`config.mk`:
```
export PLATFORM = sky130hd
export DESIGN_NAME = alu_result_stage_flat
export DESIGN_NICKNAME = d
export VERILOG_FILES = /design/src/rtl/wisc_pkg.sv /design/src/rtl/alu_result_stage_if.sv /design/src/rtl/alu_result_stage_flag_reg.sv /design/src/rtl/alu_result_stage.sv /design/src/flat_wrapper.sv
export SDC_FILE = /design/constraint.sdc
export NUM_CORES = 1
export LEC_CHECK = 0
export CORE_MARGIN = 5
export CORE_UTILIZATION = 39
export DETAILED_ROUTE_END_ITERATION = 10
export GPL_ROUTABILITY_DRIVEN = 0
export PLACE_DENSITY = 0.89
export SYNTH_ARGS = -nofsm -noshare
export SYNTH_HDL_FRONTEND = slang
export SYNTH_HIERARCHICAL = 1
export SYNTH_SLANG_ARGS = --single-unit
```
`constraint.sdc`:
```
create_clock -name clk -period 2.2 [get_ports clk]
set_clock_uncertainty 0.2 [all_clocks]
set_input_delay 0.66 -clock clk [delete_from_list [all_inputs] [get_ports clk]]
set_output_delay 0.66 -clock clk [all_outputs]
set_load 0.005 [all_outputs]
```
`src/rtl/wisc_pkg.sv`:
```
// wisc_pkg -- shared WISC definitions.
// Holds the default datapath/register-index widths, the 4-bit opcode
// constants, and the flag-class helpers used by the EX/MEM result stage
// and by decode's hazard logic.
package wisc_pkg;

    localparam int DW_DEFAULT = 16;
    localparam int RW_DEFAULT = 4;

    localparam logic [3:0] OP_ADD    = 4'b0000;
    localparam logic [3:0] OP_SUB    = 4'b0001;
    localparam logic [3:0] OP_XOR    = 4'b0010;
    localparam logic [3:0] OP_RED    = 4'b0011;
    localparam logic [3:0] OP_SLL    = 4'b0100;
    localparam logic [3:0] OP_SRA    = 4'b0101;
    localparam logic [3:0] OP_ROR    = 4'b0110;
    localparam logic [3:0] OP_PADDSB = 4'b0111;
    localparam logic [3:0] OP_LW     = 4'b1000;
    localparam logic [3:0] OP_SW     = 4'b1001;
    localparam logic [3:0] OP_LHB    = 4'b1010;
    localparam logic [3:0] OP_LLB    = 4'b1011;
    localparam logic [3:0] OP_B      = 4'b1100;
    localparam logic [3:0] OP_BR     = 4'b1101;
    localparam logic [3:0] OP_PCS    = 4'b1110;
    localparam logic [3:0] OP_HLT    = 4'b1111;

    // Opcodes that write V and N (arithmetic with a meaningful sign/overflow).
    function automatic logic sets_nv(input logic [3:0] op);
        return (op == OP_ADD) || (op == OP_SUB);
    endfunction

    // Opcodes that write Z (arithmetic plus logic/shift class).
    function automatic logic sets_z(input logic [3:0] op);
        return (op == OP_ADD) || (op == OP_SUB) || (op == OP_XOR) ||
               (op == OP_SLL) || (op == OP_SRA) || (op == OP_ROR);
    endfunction

endpackage

```
`src/rtl/alu_result_stage_if.sv`:
```
// alu_result_stage_if -- EX-side bundle presented to the result stage.
// Signals: in_valid, in_op, in_result (DW), in_ovfl, in_dst (RW), in_wr_en.
// master: the execute stage driving the bundle; slave: the result stage.
interface alu_result_stage_if #(
    parameter int DW = wisc_pkg::DW_DEFAULT,
    parameter int RW = wisc_pkg::RW_DEFAULT
);
    logic          in_valid;
    logic [3:0]    in_op;
    logic [DW-1:0] in_result;
    logic          in_ovfl;
    logic [RW-1:0] in_dst;
    logic          in_wr_en;

    modport master (
        output in_valid, in_op, in_result, in_ovfl, in_dst, in_wr_en
    );

    modport slave (
        input in_valid, in_op, in_result, in_ovfl, in_dst, in_wr_en
    );
endinterface

```
`src/rtl/alu_result_stage_flag_reg.sv`:
```
// alu_result_stage_flag_reg -- architectural Z/V/N flag storage.
// Ports: clk, rst_n (async active-low), z_en/v_en/n_en per-flag write
// enables, z_d/v_d/n_d next values, flag_z/flag_v/flag_n stored flags.
module alu_result_stage_flag_reg (
    input  logic clk,
    input  logic rst_n,
    input  logic z_en,
    input  logic v_en,
    input  logic n_en,
    input  logic z_d,
    input  logic v_d,
    input  logic n_d,
    output logic flag_z,
    output logic flag_v,
    output logic flag_n
);
    always_ff @(posedge clk or negedge rst_n) begin
        if (!rst_n) begin
            flag_z <= 1'b0;
            flag_v <= 1'b0;
            flag_n <= 1'b0;
        end else begin
            if (z_en) flag_z <= z_d;
            if (v_en) flag_v <= v_d;
            if (n_en) flag_n <= n_d;
        end
    end
endmodule

```
`src/rtl/alu_result_stage.sv`:
```
// alu_result_stage -- EX/MEM pipeline boundary for the WISC core.
// Ports: clk, rst_n (async active-low), ex (slave bundle from the ALU),
// stall (hold), flush (insert bubble), out_valid/out_op/out_result/
// out_dst/out_wr_en (captured instruction), flag_z/flag_v/flag_n
// (architectural flags), halted (sticky after HLT is accepted).
module alu_result_stage
    import wisc_pkg::*;
#(
    parameter int DW = wisc_pkg::DW_DEFAULT,
    parameter int RW = wisc_pkg::RW_DEFAULT
) (
    input  logic                  clk,
    input  logic                  rst_n,
    alu_result_stage_if.slave     ex,
    input  logic                  stall,
    input  logic                  flush,
    output logic                  out_valid,
    output logic [3:0]            out_op,
    output logic [DW-1:0]         out_result,
    output logic [RW-1:0]         out_dst,
    output logic                  out_wr_en,
    output logic                  flag_z,
    output logic                  flag_v,
    output logic                  flag_n,
    output logic                  halted
);
    logic          accept;
    logic          valid_p1;
    logic [3:0]    op_p1;
    logic [DW-1:0] result_p1;
    logic [RW-1:0] dst_p1;
    logic          wr_en_p1;
    logic          halted_p1;

    assign accept = ex.in_valid && !stall && !flush && !halted_p1;

    // EX -> MEM boundary: flush beats stall; a halted stage holds its HLT
    // until flushed, and only reset releases the halt.
    always_ff @(posedge clk or negedge rst_n) begin
        if (!rst_n) begin
            valid_p1  <= 1'b0;
            op_p1     <= 4'd0;
            result_p1 <= '0;
            dst_p1    <= '0;
            wr_en_p1  <= 1'b0;
            halted_p1 <= 1'b0;
        end else if (flush) begin
            valid_p1  <= 1'b0;
            op_p1     <= 4'd0;
            result_p1 <= '0;
            dst_p1    <= '0;
            wr_en_p1  <= 1'b0;
        end else if (!stall && !halted_p1) begin
            if (ex.in_valid) begin
                valid_p1  <= 1'b1;
                op_p1     <= ex.in_op;
                result_p1 <= ex.in_result;
                dst_p1    <= ex.in_dst;
                // HLT never writes the register file even if decode said so.
                wr_en_p1  <= ex.in_wr_en && (ex.in_op != OP_HLT);
                if (ex.in_op == OP_HLT) halted_p1 <= 1'b1;
            end else begin
                valid_p1  <= 1'b0;
                op_p1     <= 4'd0;
                result_p1 <= '0;
                dst_p1    <= '0;
                wr_en_p1  <= 1'b0;
            end
        end
    end

    // Z is taken from the saturated result, so a clamped overflow never
    // reads as zero.
    alu_result_stage_flag_reg u_flag_reg (
        .clk    (clk),
        .rst_n  (rst_n),
        .z_en   (accept && sets_z(ex.in_op)),
        .v_en   (accept && sets_nv(ex.in_op)),
        .n_en   (accept && sets_nv(ex.in_op)),
        .z_d    (ex.in_result == '0),
        .v_d    (ex.in_ovfl),
        .n_d    (ex.in_result[DW-1]),
        .flag_z (flag_z),
        .flag_v (flag_v),
        .flag_n (flag_n)
    );

    assign out_valid  = valid_p1;
    assign out_op     = op_p1;
    assign out_result = result_p1;
    assign out_dst    = dst_p1;
    assign out_wr_en  = wr_en_p1 && valid_p1;
    assign halted     = halted_p1;
endmodule
```
`src/flat_wrapper.sv`:
```
// flat-port wrapper written by rule: the top's interface ports become plain ports
module alu_result_stage_flat import wisc_pkg::*;
#(
    parameter int DW = wisc_pkg::DW_DEFAULT,
    parameter int RW = wisc_pkg::RW_DEFAULT
)
  (clk, rst_n, stall, flush, out_valid, out_op, out_result, out_dst, out_wr_en, flag_z, flag_v, flag_n, halted, ex_in_valid, ex_in_op, ex_in_result, ex_in_ovfl, ex_in_dst, ex_in_wr_en);
  alu_result_stage_if #(.DW(DW), .RW(RW)) ex_i ();
  input  logic clk;
  input  logic rst_n;
  input  logic stall;
  input  logic flush;
  output logic out_valid;
  output logic [3:0] out_op;
  output logic [DW-1:0] out_result;
  output logic [RW-1:0] out_dst;
  output logic out_wr_en;
  output logic flag_z;
  output logic flag_v;
  output logic flag_n;
  output logic halted;
  input wire logic [$bits(ex_i.in_valid)-1:0] ex_in_valid;
  input wire logic [$bits(ex_i.in_op)-1:0] ex_in_op;
  input wire logic [$bits(ex_i.in_result)-1:0] ex_in_result;
  input wire logic [$bits(ex_i.in_ovfl)-1:0] ex_in_ovfl;
  input wire logic [$bits(ex_i.in_dst)-1:0] ex_in_dst;
  input wire logic [$bits(ex_i.in_wr_en)-1:0] ex_in_wr_en;
  assign ex_i.in_valid = ex_in_valid;
  assign ex_i.in_op = ex_in_op;
  assign ex_i.in_result = ex_in_result;
  assign ex_i.in_ovfl = ex_in_ovfl;
  assign ex_i.in_dst = ex_in_dst;
  assign ex_i.in_wr_en = ex_in_wr_en;
  alu_result_stage #(.DW(DW), .RW(RW)) u_core (.clk(clk), .rst_n(rst_n), .ex(ex_i), .stall(stall), .flush(flush), .out_valid(out_valid), .out_op(out_op), .out_result(out_result), .out_dst(out_dst), .out_wr_en(out_wr_en), .flag_z(flag_z), .flag_v(flag_v), .flag_n(flag_n), .halted(halted));
endmodule
```
==> results of run 1 <==
-- power breakdown --
group          internal (W)  total, W  switching (W)
Clock              0.000144  0.000320       0.000176
Sequential         0.000581  0.000604      0.0000224
Combinational      0.000139  0.000218      0.0000790
-- per-stage QoR --
stage,setup TNS [ps],cells
floorplan,0,77
global placement,-3400,171
detailed placement,-4400,171
CTS,0,178
global route,0,178
finish,0,178
-- layout by cell type, fill, tap and decap left out, types with 3 or more instances in the layout --
master	instances
a22o_2	23
buf_4	6
clkbuf_4	5
clkdlybuf4s50_1	56
dfrtp_1	29
dlygate4sd2_1	4
mux2_4	3
nor4_1	4
-- how the worst max path moves through the flow --
stage                        startpoint                        to  slack, ps  cells past startpoint
after floorplan                   flush  u_core/u_flag_reg/flag_n        100                      3
after global placement            flush  u_core/u_flag_reg/flag_n       -350                      5
after detailed placement          flush  u_core/u_flag_reg/flag_z       -410                      4
after CTS                 u_core/halted                    halted         40                      1
after global routing      u_core/halted                    halted         20                      1
final                     u_core/halted                    halted         60                      1
-- cell families after synthesis --
| kind of cell | Yosys count |
|---|---|
| multiplexers | 3 |
| AO/OA/AOI/OAI | 29 |
| flip-flops | 30 |
| AND/OR/NAND/NOR | 10 |
| buffers and inverters | 5 |
-- layout make-up --
type | instances | area, sq um | area share (%)
Tap cell | 33 | 41.3 | 2.12
Multi-Input combinational cell | 42 | 438 | 22.5
Sequential cell | 30 | 752 | 38.7
Clock buffer | 6 | 51.3 | 2.64
Timing Repair Buffer | 67 | 661 | 34.0
-- worst reg2reg max path, stage by stage (launching register included) --
cell and delay (ps):
dfrtp_2 460, or4b_4 520, buf_4 160, a211oi_2 190
mux2_4 320
-- what timing repair did --
action | 4_1_cts | 5_1_grt
endpoints found under the setup margin | 5 | 2
hold endpoints to repair | 0 | 0
pin swaps | 2 | 1
buffers inserted | 1 | 0
gates cloned | 0 | 0
gates resized for setup | 6 | 1
-- metal layers --
layer	vias to the layer above	GRT usage [%]	wire length, um
met3	6	7.69	305
li1	445	-	-
met2	50	28.3	1700
met1	483	20.0	1340
met5	-	0	0
met4	0	6.22	45
==> flow_summary.toml, run 1 <==
[yosys]
synth_fa_ha_area_share_pct = 0
yosys-mux-area-fraction_pct = 3.73
synth_top_family_by_area = "compound AO/OA/AOI/OAI gates"
synth_area_sq_mm = 0.00121
synth-simple-area-share_pct = 7.47
synth_edf_count = 0
synth_area_per_cell_sq_um = 15.7
synthCells = 77
yosysMostFrequentCell = "dfrtp_1"
synth_commonest_cells = "dfrtp_1 (30), a22o_2 (23), nor4_1 (5), buf_2 (3), mux2_4 (3)"
ys_types = 17
synthTopCellsByArea = "dfrtp_1 (62%), a22o_2 (19%), mux2_4 (3.7%), nor4_1 (2.6%), nor4b_4 (2.0%)"
synthArstFlopShare_pct = 100
synth-seq-cells = 30
synth_top_area_share_pct = 62.2
synthesis.nets = 108
synth_warnings = 6
synth_area_leader_cell = "dfrtp_1"
synth_xor_area_share_pct = 0
synth_compound_area_share_pct = 23.4
ys_seq_area_share_pct = 62.2
synth_ff_type = "dfrtp_1"

[grt]
grt_usage_pct = 17.3
grt_pass1_vias = 1094
grt_max_degree = 31
antenna_found_initial = 0
grt_pass1_wl_um = 5420
overflow = 0

[place]
placed_area_sq_mm = 0.00187
io_buffers = 60
dpl_worst_slack_ps = -409
hpwl_um = 2460

[setup_path]
critPathSlowestCell = "clkdlybuf4s50_1"
cpPeakStageDelay_ps = 520
cp_num_buf_inv = 1
r2r-end = "u_core/u_flag_reg/flag_z"
critical_path_class = "flop to output port"
reg2regPathDepth = 4
r2r-start = "u_core/halted"
cp_top_family = "buffers and inverters"
r2r_slack_ps = 250
required_ps = 1340
worstSetupStartpointType = "flop"
path_max_fanout = 5
crit_chain = "clkdlybuf4s50_1"
crit_path_end_kind = "output port"
cp.arrival_ps = 1280

[sta]
period_needed_ps = 2140
fin_crit_sh_pct = 97.1
drv_slew = 0
hold_viol_final = 0
setup_viol = 0
max_freq_mhz = 468
worst_slack_ps = 64.5
rsz0062_at_grt = "no"
worst-slew-pin-transition_ps = 595
holdWs_ps = 304
max_slew_margin_pct = 60.4

[pwr]
power.leakage_nw = 0.853
power.density_mw_per_mm2 = 588
peakVddDrop_v = 0.000373
p_total_w = 0.00114

[floorplan]
std_cell_rows = 20
die_area_sq_mm = 0.00430
initial_core_util_pct = 40.2
die-height_um = 65.6
core_sq_mm = 0.00300
die_w_um = 65.6
io_pins = 61

[outcome]
status = "finished clean"

[run]
drv_cap = 0

[finish]
drive_gt1_share_pct = 31.7
num_antenna_cells = 0
design_area_sq_mm = 0.00194
syn2layout_area_growth_pct = 61.1
fin_nets = 177
fin_util_pct = 64.7
fillCellCount = 244
largest_reg_flops = 16

[cts]
clock_latency_ps = 320
tritoncts = "done"
holdBufCountCts = 0
path_clk_slew_ps = 90
clock_path_buffers = 2
numCtsBuffers = 5
clk_root_buffer_cell = "clkbuf_4"
cts_sinks = 30
h-tree-depth = 2

[route]
dr.pass1.iters = 4
wl_per_cell_um = 19.1
drc_errors = 0
drt_iter0_markers = 27
ant_nets = 0
num_vias = 984
via_per_inst = 5.53
drt-total-wl_um = 3400

[min_path]
hold_depth = 1
hp-class = "flop to flop"
holdPathEnd = "u_core/wr_en_p1"
min_from = "u_core/wr_en_p1"
No activity file was read; power rests on OpenSTA's default activity.
==> inputs of run 2 (changes only) <==
--- a/config.mk
+++ b/config.mk
@@ -14,3 +14,4 @@
 export SYNTH_HDL_FRONTEND = slang
 export SYNTH_HIERARCHICAL = 1
 export SYNTH_SLANG_ARGS = --single-unit
+export TNS_END_PERCENT = 50
==> results of run 2 <==
No change in the layout: final DEF, timing and power equal those of run 1.
==> inputs of run 3 (changes only) <==
--- a/config.mk
+++ b/config.mk
@@ -9,7 +9,9 @@
 export CORE_UTILIZATION = 39
 export DETAILED_ROUTE_END_ITERATION = 10
 export GPL_ROUTABILITY_DRIVEN = 0
+export MAX_ROUTING_LAYER = met4
 export PLACE_DENSITY = 0.89
+export SLEW_MARGIN = 20
 export SYNTH_ARGS = -nofsm -noshare
 export SYNTH_HDL_FRONTEND = slang
 export SYNTH_HIERARCHICAL = 1
==> flow_summary.toml, run 3 (synthesis gave the netlist of run 1 again) <==
[route]
via_per_inst = 5.44
drt_iter0_markers = 28
dr.pass1.iters = 4
wl_per_cell_um = 19.1
drc_errors = 0
drt-total-wl_um = 3410
ant_nets = 0
num_vias = 969

[setup_path]
cp_num_buf_inv = 1
crit_path_end_kind = "output port"
path_max_fanout = 5
critPathSlowestCell = "clkdlybuf4s50_1"
r2r-start = "u_core/halted"
crit_chain = "clkdlybuf4s50_1"
critical_path_class = "flop to output port"
critPathLaunch = "u_core/halted"
worstSetupStartpointType = "flop"
cp.arrival_ps = 1280
cpPeakStageDelay_ps = 520
cp_top_family = "buffers and inverters"
required_ps = 1340

[sta]
worst_slack_ps = 63.7
fin_setup_tns_ps = 0
max_slew_margin_pct = 60.2
max_freq_mhz = 468
drv_slew = 0
hold_viol_final = 0
worst-slew-pin-transition_ps = 597
setup_viol = 0
period_needed_ps = 2140
rsz0062_at_grt = "no"
fin_crit_sh_pct = 97.1

[grt]
grt_pass1_vias = 1094
grt.busiest_layer = "met2"
grt_max_degree = 31
grtUsageMet1_pct = 20.4
grt_usage_pct = 17.8
overflow = 0
grtUsageMet2_pct = 28.3
use_met3_pct = 7.01
grt_pass1_wl_um = 5420
antenna_found_initial = 0

[min_path]
hp-class = "flop to flop"
min_from = "u_core/wr_en_p1"

[pwr]
swShare_pct = 24.3
peakVddDrop_v = 0.000373
combPwrFrac_pct = 19.1
clock_power_share_pct = 28.0
intPower_w = 0.000864
power.leakage_nw = 0.853
seqPwrFrac_pct = 52.8
power.density_mw_per_mm2 = 588
p_sw_w = 0.000278

[cts]
clk_root_buffer_cell = "clkbuf_4"
path_clk_slew_ps = 90
numCtsBuffers = 5
holdBufCountCts = 0
tritoncts = "done"
clock_path_buffers = 2
h-tree-depth = 2
cts_sinks = 30
clock_latency_ps = 330

[floorplan]
die-height_um = 65.6
initial_core_util_pct = 40.2
die_area_sq_mm = 0.00430
io_pins = 61
core_sq_mm = 0.00300
die_w_um = 65.6
std_cell_rows = 20

[finish]
fin_nets = 177
drive_gt1_share_pct = 31.7
final_cells = 178
num_antenna_cells = 0
final_cell_mix = "clkdlybuf4s50_1 (56), dfrtp_1 (29), a22o_2 (23)"
syn2layout_area_growth_pct = 61.1
fin_util_pct = 64.7
layout_commonest_cell = "clkdlybuf4s50_1"
largest_reg_flops = 16

[place]
io_buffers = 60
place_inst = 171
hpwl_um = 2460
dpl_worst_slack_ps = -409

[run]
drv_cap = 0

[outcome]
status = "finished clean"
-- run 3: cell counts in the layout (fill, tap and decap cells not counted) --
Identical to the previous run, type by type.
-- run 3: power by group through the flow --
stage               Sequential (W)  Combinational (W)  Clock (W)
detailed placement        0.000613           0.000218          0
global placement          0.000611           0.000214          0
finish                    0.000604           0.000219   0.000320
floorplan                 0.000613          0.0000640          0
CTS                       0.000604           0.000220   0.000338
global route              0.000608           0.000233   0.000365
-- run 3: per-layer routing --
metal | vias up | part of all wire (%)
li1 | 444 | -
met1 | 474 | 41
met2 | 45 | 50
met3 | 6 | 7.9
met4 | 0 | 1.3
met5 | - | 0
-- run 3: final cells by class --
| type | instances | area [sq um] |
|---|---|---|
| tap | 33 | 41.3 |
| sequential | 30 | 752 |
| fill | 244 | 1060 |
| clock buffer | 6 | 51.3 |
| timing repair buffer | 67 | 661 |
| multi-input combinational | 42 | 438 |
-- run 3: worst paths after layout --
path / to / slack, ps / cells past startpoint
max in group asynchronous: u_core/halted / 1010 / 2
worst min-delay path: u_core/wr_en_p1 / 300 / 1
min in group asynchronous: u_core/out_valid / 510 / 2
worst min register to register: u_core/wr_en_p1 / 300 / 1
worst max-delay path: halted / 60 / 1
worst max register to register: u_core/u_flag_reg/flag_z / 250 / 4
-- run 3: through the flow --
stage	instance area [sq um]	power, W	hold slack [ps]
final	1940	0.00114	303
after global routing	1940	0.00121	329
after CTS	1930	0.00116	299
after detailed placement	1870	0.000832	278
after global placement	1870	0.000825	271
after floorplan	1210	0.000677	164
-- run 3: repair_timing --
item / 4_1_cts / 5_1_grt
resized for setup: 6 / 1
setup endpoints to repair: 5 / 2
setup buffers: 1 / 0
pin swaps: 2 / 1
